==> src/rtl/viterbi_pkg.sv <==
// Shared sizing defaults and FSM state type for the Viterbi traceback slice.
// Optional score outputs are enabled by defining VITERBI_TB_SCORE_EN.
package viterbi_pkg;
  localparam int I_DEF  = 8;
  localparam int N_DEF  = 64;
  localparam int FW_DEF = 16;
  localparam int SW_DEF = $clog2(I_DEF);
  localparam int NW_DEF = $clog2(N_DEF);

  typedef enum logic [1:0] {
    FILL,
    ARGMAX,
    TRACE
  } tb_state_t;
endpackage

==> src/rtl/viterbi_psi_mem.sv <==
// Survivor store: N rows of I back-pointers, full-row write,
// single-entry combinational read.
module viterbi_psi_mem #(
  parameter int I  = 8,
  parameter int N  = 64,
  parameter int SW = $clog2(I),
  parameter int NW = $clog2(N)
) (
  input  logic                  clk,
  input  logic                  we,
  input  logic [NW-1:0]         waddr,
  input  logic [I-1:0][SW-1:0]  wdata,
  input  logic [NW-1:0]         raddr,
  input  logic [SW-1:0]         rcol,
  output logic [SW-1:0]         rdata
);
  logic [I-1:0][SW-1:0] mem [N];

  always_ff @(posedge clk) begin
    if (we) mem[waddr] <= wdata;
  end

  assign rdata = mem[raddr][rcol];
endmodule

==> src/rtl/viterbi_traceback.sv <==
// Survivor capture, terminal argmax and backward path streaming.
// Define VITERBI_TB_SCORE_EN to add best_score/best_state outputs.
module viterbi_traceback
  import viterbi_pkg::*;
#(
  parameter int I  = I_DEF,
  parameter int N  = N_DEF,
  parameter int FW = FW_DEF,
  parameter int SW = $clog2(I),
  parameter int NW = $clog2(N)
) (
  input  logic                  clk,
  input  logic                  rst,
  input  logic                  col_valid,
  output logic                  col_ready,
  input  logic [I-1:0][SW-1:0]  psi_col,
  input  logic                  seq_last,
  input  logic [I-1:0][FW-1:0]  delta_final,
  output logic                  path_valid,
  input  logic                  path_ready,
  output logic [SW-1:0]         path_state,
  output logic [NW-1:0]         path_step,
  output logic                  path_last,
  output logic                  ovf
`ifdef VITERBI_TB_SCORE_EN
  ,
  output logic [FW-1:0]         best_score,
  output logic [SW-1:0]         best_state
`endif
);
  tb_state_t state, state_nx;

  logic [NW-1:0]        cnt;
  logic [NW-1:0]        n;
  logic [SW-1:0]        s;
  logic [SW-1:0]        k;
  logic [SW-1:0]        best_idx;
  logic signed [FW-1:0] best_val;
  logic signed [FW-1:0] dl [I];
  logic signed [FW-1:0] k_val;
  logic [SW-1:0]        win_idx;
  logic signed [FW-1:0] win_val;
  logic [SW-1:0]        rd_state;
  logic                 accept;
  logic                 at_cap;
  logic                 last_acc;
  logic                 take;
  logic                 k_end;

  assign col_ready = (state == FILL) && !rst;
  assign accept    = col_valid && col_ready;
  assign at_cap    = (cnt == NW'(N-1));
  assign last_acc  = accept && (seq_last || at_cap);
  assign k_end     = (k == SW'(I-1));

  // Strict compare keeps the lowest index on ties.
  assign k_val   = dl[k];
  assign take    = k_val > best_val;
  assign win_idx = take ? k : best_idx;
  assign win_val = take ? k_val : best_val;

  assign path_valid = (state == TRACE);
  assign path_state = s;
  assign path_step  = n;
  assign path_last  = (state == TRACE) && (n == '0);

  viterbi_psi_mem #(
    .I (I),
    .N (N),
    .SW(SW),
    .NW(NW)
  ) u_mem (
    .clk  (clk),
    .we   (accept),
    .waddr(cnt),
    .wdata(psi_col),
    .raddr(n),
    .rcol (s),
    .rdata(rd_state)
  );

  always_ff @(posedge clk or posedge rst) begin
    if (rst) state <= FILL;
    else     state <= state_nx;
  end

  always_comb begin
    state_nx = state;
    unique case (state)
      FILL:    if (last_acc) state_nx = ARGMAX;
      ARGMAX:  if (k_end) state_nx = TRACE;
      TRACE:   if (path_ready && n == '0) state_nx = FILL;
      default: state_nx = FILL;
    endcase
  end

  // Terminal delta snapshot carries no reset; it is rewritten per sequence.
  always_ff @(posedge clk) begin
    if (last_acc) begin
      for (int j = 0; j < I; j++) dl[j] <= $signed(delta_final[j]);
    end
  end

  always_ff @(posedge clk or posedge rst) begin
    if (rst) begin
      cnt      <= '0;
      n        <= '0;
      s        <= '0;
      k        <= '0;
      best_idx <= '0;
      best_val <= '0;
      ovf      <= 1'b0;
    end else begin
      unique case (state)
        FILL: begin
          if (accept) begin
            cnt <= cnt + 1'b1;
            if (at_cap && !seq_last) ovf <= 1'b1;
            else if (cnt == '0)      ovf <= 1'b0;
          end
          if (last_acc) begin
            n        <= cnt;
            k        <= '0;
            best_idx <= '0;
            best_val <= $signed(delta_final[0]);
          end
        end
        ARGMAX: begin
          best_idx <= win_idx;
          best_val <= win_val;
          k        <= k + 1'b1;
          if (k_end) s <= win_idx;
        end
        TRACE: begin
          if (path_ready) begin
            if (n != '0) begin
              s <= rd_state;
              n <= n - 1'b1;
            end else begin
              cnt <= '0;
            end
          end
        end
        default: ;
      endcase
    end
  end

`ifdef VITERBI_TB_SCORE_EN
  always_ff @(posedge clk or posedge rst) begin
    if (rst) begin
      best_score <= '0;
      best_state <= '0;
    end else if (state == ARGMAX && k_end) begin
      best_score <= win_val;
      best_state <= win_idx;
    end
  end
`endif
endmodule

==> config.mk <==
export PLATFORM = sky130hd
export DESIGN_NAME = viterbi_traceback
export DESIGN_NICKNAME = d
export VERILOG_FILES = /design/src/rtl/viterbi_pkg.sv /design/src/rtl/viterbi_psi_mem.sv /design/src/rtl/viterbi_traceback.sv
export SDC_FILE = /design/constraint.sdc
export NUM_CORES = 2
export LEC_CHECK = 0
export ABC_CLOCK_PERIOD_IN_PS = 6400
export CAP_MARGIN = 20
export CORE_UTILIZATION = 55
export DETAILED_ROUTE_END_ITERATION = 8
export DONT_BUFFER_PORTS = 1
export PLACE_DENSITY = 0.78
export REMOVE_ABC_BUFFERS = 1
export SLEW_MARGIN = 10
export SYNTH_ARGS = -nofsm -noshare
export SYNTH_HDL_FRONTEND = slang
export SYNTH_SLANG_ARGS = --single-unit
==> constraint.sdc <==
create_clock -name clk -period 6.4 [get_ports clk]
set_input_delay 0.64 -clock clk [delete_from_list [all_inputs] [get_ports clk]]
set_output_delay 0.64 -clock clk [all_outputs]
set_load 0.005 [all_outputs]
==> results.md <==
- Layout cells sized above 1: 25.6%
- Area Growth Syn to Fin: 14.1%
- Post-synth ARST share: 2.35%
- Routed WL: 177,000 um
- Fin crit period: 4.76 ns
- Seq. cell area: 51,000 um^2
- Grt ovf: 0
- Syn Inst Count: 3,071
- Worst Tran Pin Value: 1.12 ns
- Critical path capture point type: flop
- Area contributors post-synth: edfxtp_1 75%, mux4_2 14%, mux2i_1 2.5%
- Crit path launch type: flop
- Fmax: 210 MHz
- TritonCTS clock tree: built
- Req. time, crit path: 7.04 ns
- Worst setup margin: 1.64 ns
- CTS buffer count: 162
- Unrepaired setup endpoints after global routing: no
- Multi-input gate area: 14,700 um^2
- DIE HEIGHT: 350 um
- Vias in the first global route: 35,000
- Initial DRT Pass Iterations: 7
- Max transition margin: 25.1%
- Hold Violations, Final: 0
- CTS Sinks: 1,704
- Sequential share of power: 41.3%
- Drt wl/cell: 34.7 um
- CP arrival: 5.40 ns
- Starting density of the core: 55.5%
- Hold_sp: delta_final[1]
- Clock-pin slew on the worst setup and hold paths: 0.07 ns
- Cell Int Power: 21.7 mW
- CP Max Fanout: 26
- Cells after DPL: 4,627
- Top_reg_cell synth: edfxtp_1
- Core ar.: 120,000 um^2
- CTS HTree Levels: 4
- Detailed-route DRC error count: 0
- Initial antenna violation count: 9
- Netlist cell types: 69
- # setup viols final: 0
- Hold path depth: 2
- Clock power share: 30.1%
- I/O Pins: 170
- Die area: 123,000 um^2
- Final HPWL DP: 93,600 um
- Max clock buf depth: 3
- Switching Fraction: 31.1%
- Yosys warnings: 0
- Capturing point of the worst reg2reg path: path_state[1]
- Row Count: 127
- Worst Skew: 0.0332 ns
- Mean Syn Cell Area: 21.7 um^2
- Reg-to-reg setup timing slack: 1.64 ns
- Worst hold path class: in -> reg
- Die Wd: 350 um
- Synthesized flop and latch total: 1,704
- Initial DRC count: 5,461
- Max_cap viols: 0
- Layout Cells excl Fill: 5,089
- Clock Tree Root: clkbuf_16
- GR Util All Layers: 28.9%
- Setup repair bufs after CTS: 0
- Gp weighted congestion: 0.927
- Total number of vias: 34,800
- Cell Area, Synth: 66,600 um^2
- Worst r2r src: k[0]
- Resized Gates After CTS: 0
- Logic gate share of total power: 28.6%
- Fillers: 7,510
- Number of synthesized flops with an enable pin: 1,664
- Dominant cell type by area after synthesis: edfxtp_1
- Via density: 6.84
- Status: complete, no violations
- Register area share after synthesis: 76.5%
- Clk_lat worst skew: 0.80 ns
- Final period util: 74.3%
- Switch Pwr: 9.77 mW
- Reg2reg path depth: 10
- Maximum VDD drop: 281 uV
- Final ANT Viol Nets: 0
- Post-synth top area share: 75.0%
- First-pass GRT wire length: 249,000 um
- Endpoint, Worst Hold: best_val[1]
- Largest net degree at the start of global routing: 81
- Nets: 3,515
- Port Buffer Count: 0
- Max Slew Vio Count: 0
- Placement Setup Slack: 1.70 ns
- Critical path class: reg -> reg
- P per Cell Area: 413 nW/um^2
- Pleak: 24.1 nW
-- state kept, by name, summed over array words and instances, names as in the netlist --
name and cells:
best_idx 3, k 3, u_mem.mem 1536, path_step 6, state 2, ovf 1
dl 128, path_state 3, cnt 6, best_val 16
-- metal layers --
metal	GRT usage (%)	part of all wire [%]
met1	38.7	35
met2	44.9	47
met3	7.35	13
met4	13.6	5.0
met5	0	0.051
-- Yosys cell counts, drive strengths merged (18+ instances only) --
master and count:
o221ai 32, o21ai 46, mux2 29, nor2 98, nand3 18, a221oi 22, inv 28, mux4 405
ha 21, clkbuf 71, a21oi 44, edfxtp 1664, o22ai 20, a22oi 19, nor3 19, dfrtp 40
mux2i 165, nand2 78, buf 98
-- area by class of cell --
| type | count | area share [%] |
|---|---|---|
| Tap cell | 1612 | 2.65 |
| Clock buffer | 202 | 5.56 |
| Inverter | 30 | 0.151 |
| Timing Repair Buffer | 271 | 3.93 |
| Clock inverter | 98 | 1.30 |
| Sequential cell | 1704 | 67.0 |
| Multi-Input combinational cell | 1168 | 19.4 |
| Antenna cell | 4 | 0.0132 |
-- worst max-delay path, stage by stage (launching register included) --
cell	delay, ns
dfrtp_2	0.90
buf_4	0.40
mux4_2	0.54
mux2_2	0.30
ha_1	0.36
nand4_1	0.14
nor4_1	0.64
o32ai_1	0.26
nor3_2	0.41
mux2i_1	0.49
o221ai_1	0.17
-- kinds of logic (layout without fill, tap and decap cells) --
| kind of cell | count (synthesis) | in the layout | synth area share, % |
|---|---|---|---|
| compound gates | 262 | 262 | 2.77 |
| xor+xnor | 1 | 1 | 0.0131 |
| fa+ha+maj | 21 | 21 | 0.394 |
| buf+inv | 199 | 601 | 1.69 |
| flops | 1704 | 1704 | 76.5 |
| mux | 599 | 599 | 16.7 |
| other cells | 0 | 4 | 0 |
| simple gates | 285 | 285 | 1.99 |
-- worst max path at each step --
| stage | start | to | slack [ns] | cells past startpoint |
|---|---|---|---|---|
| 3_5_place_dp | k[0] | path_state[1] | 1.70 | 10 |
| 4_1_cts | k[0] | path_state[1] | 1.66 | 10 |
| 6_report | k[0] | path_state[1] | 1.64 | 10 |
| 5_1_grt | k[0] | path_state[1] | 1.30 | 10 |
| 2_1_floorplan | path_step[0] | path_state[1] | -11.57 | 8 |
| 3_3_place_gp | k[0] | best_val[0] | 1.77 | 12 |
-- per-stage QoR --
step	area, um^2	power, mW	util (%)	TNS (ns)	hold WS (ns)
after CTS	76000	31.2	63.4	0	0.0190
after detailed placement	68800	21.6	57.4	0	0.511
after floorplan	65600	19.2	-	-190.85	0.469
final	76100	31.4	63.4	0	0.0643
after global routing	76000	32.2	63.4	0	0.0742
after global placement	68800	21.4	57.4	0	0.483
-- timing repair --
action,CTS,global route
hold buffers,156,0
endpoints found under the setup margin,0,0
hold endpoints to repair,1660,0
-- power by group through the flow --
stage | registers [mW] | logic [mW] | clock network, mW
6_report | 13.0 | 9.00 | 9.45
5_1_grt | 13.0 | 9.33 | 9.91
4_1_cts | 13.0 | 8.72 | 9.49
3_5_place_dp | 13.2 | 8.34 | 0
3_3_place_gp | 13.2 | 8.18 | 0
2_1_floorplan | 13.6 | 5.62 | 0
-- cell usage in the layout (no fill, tap or decap), types with 21 or more instances in the layout --
master,count
dlygate4sd3_1,131
mux2_2,29
inv_1,24
mux4_2,405
nor2_2,62
ha_1,21
a221oi_1,22
clkbuf_16,164
dfrtp_1,33
mux2i_1,165
buf_4,103
nand2_1,78
buf_16,23
clkinv_1,39
clkbuf_1,39
o21ai_0,38
a21oi_1,44
o221ai_1,32
nor2_1,34
edfxtp_1,1664
clkinv_2,26
Note: power is estimated with default switching activity, not from simulation.
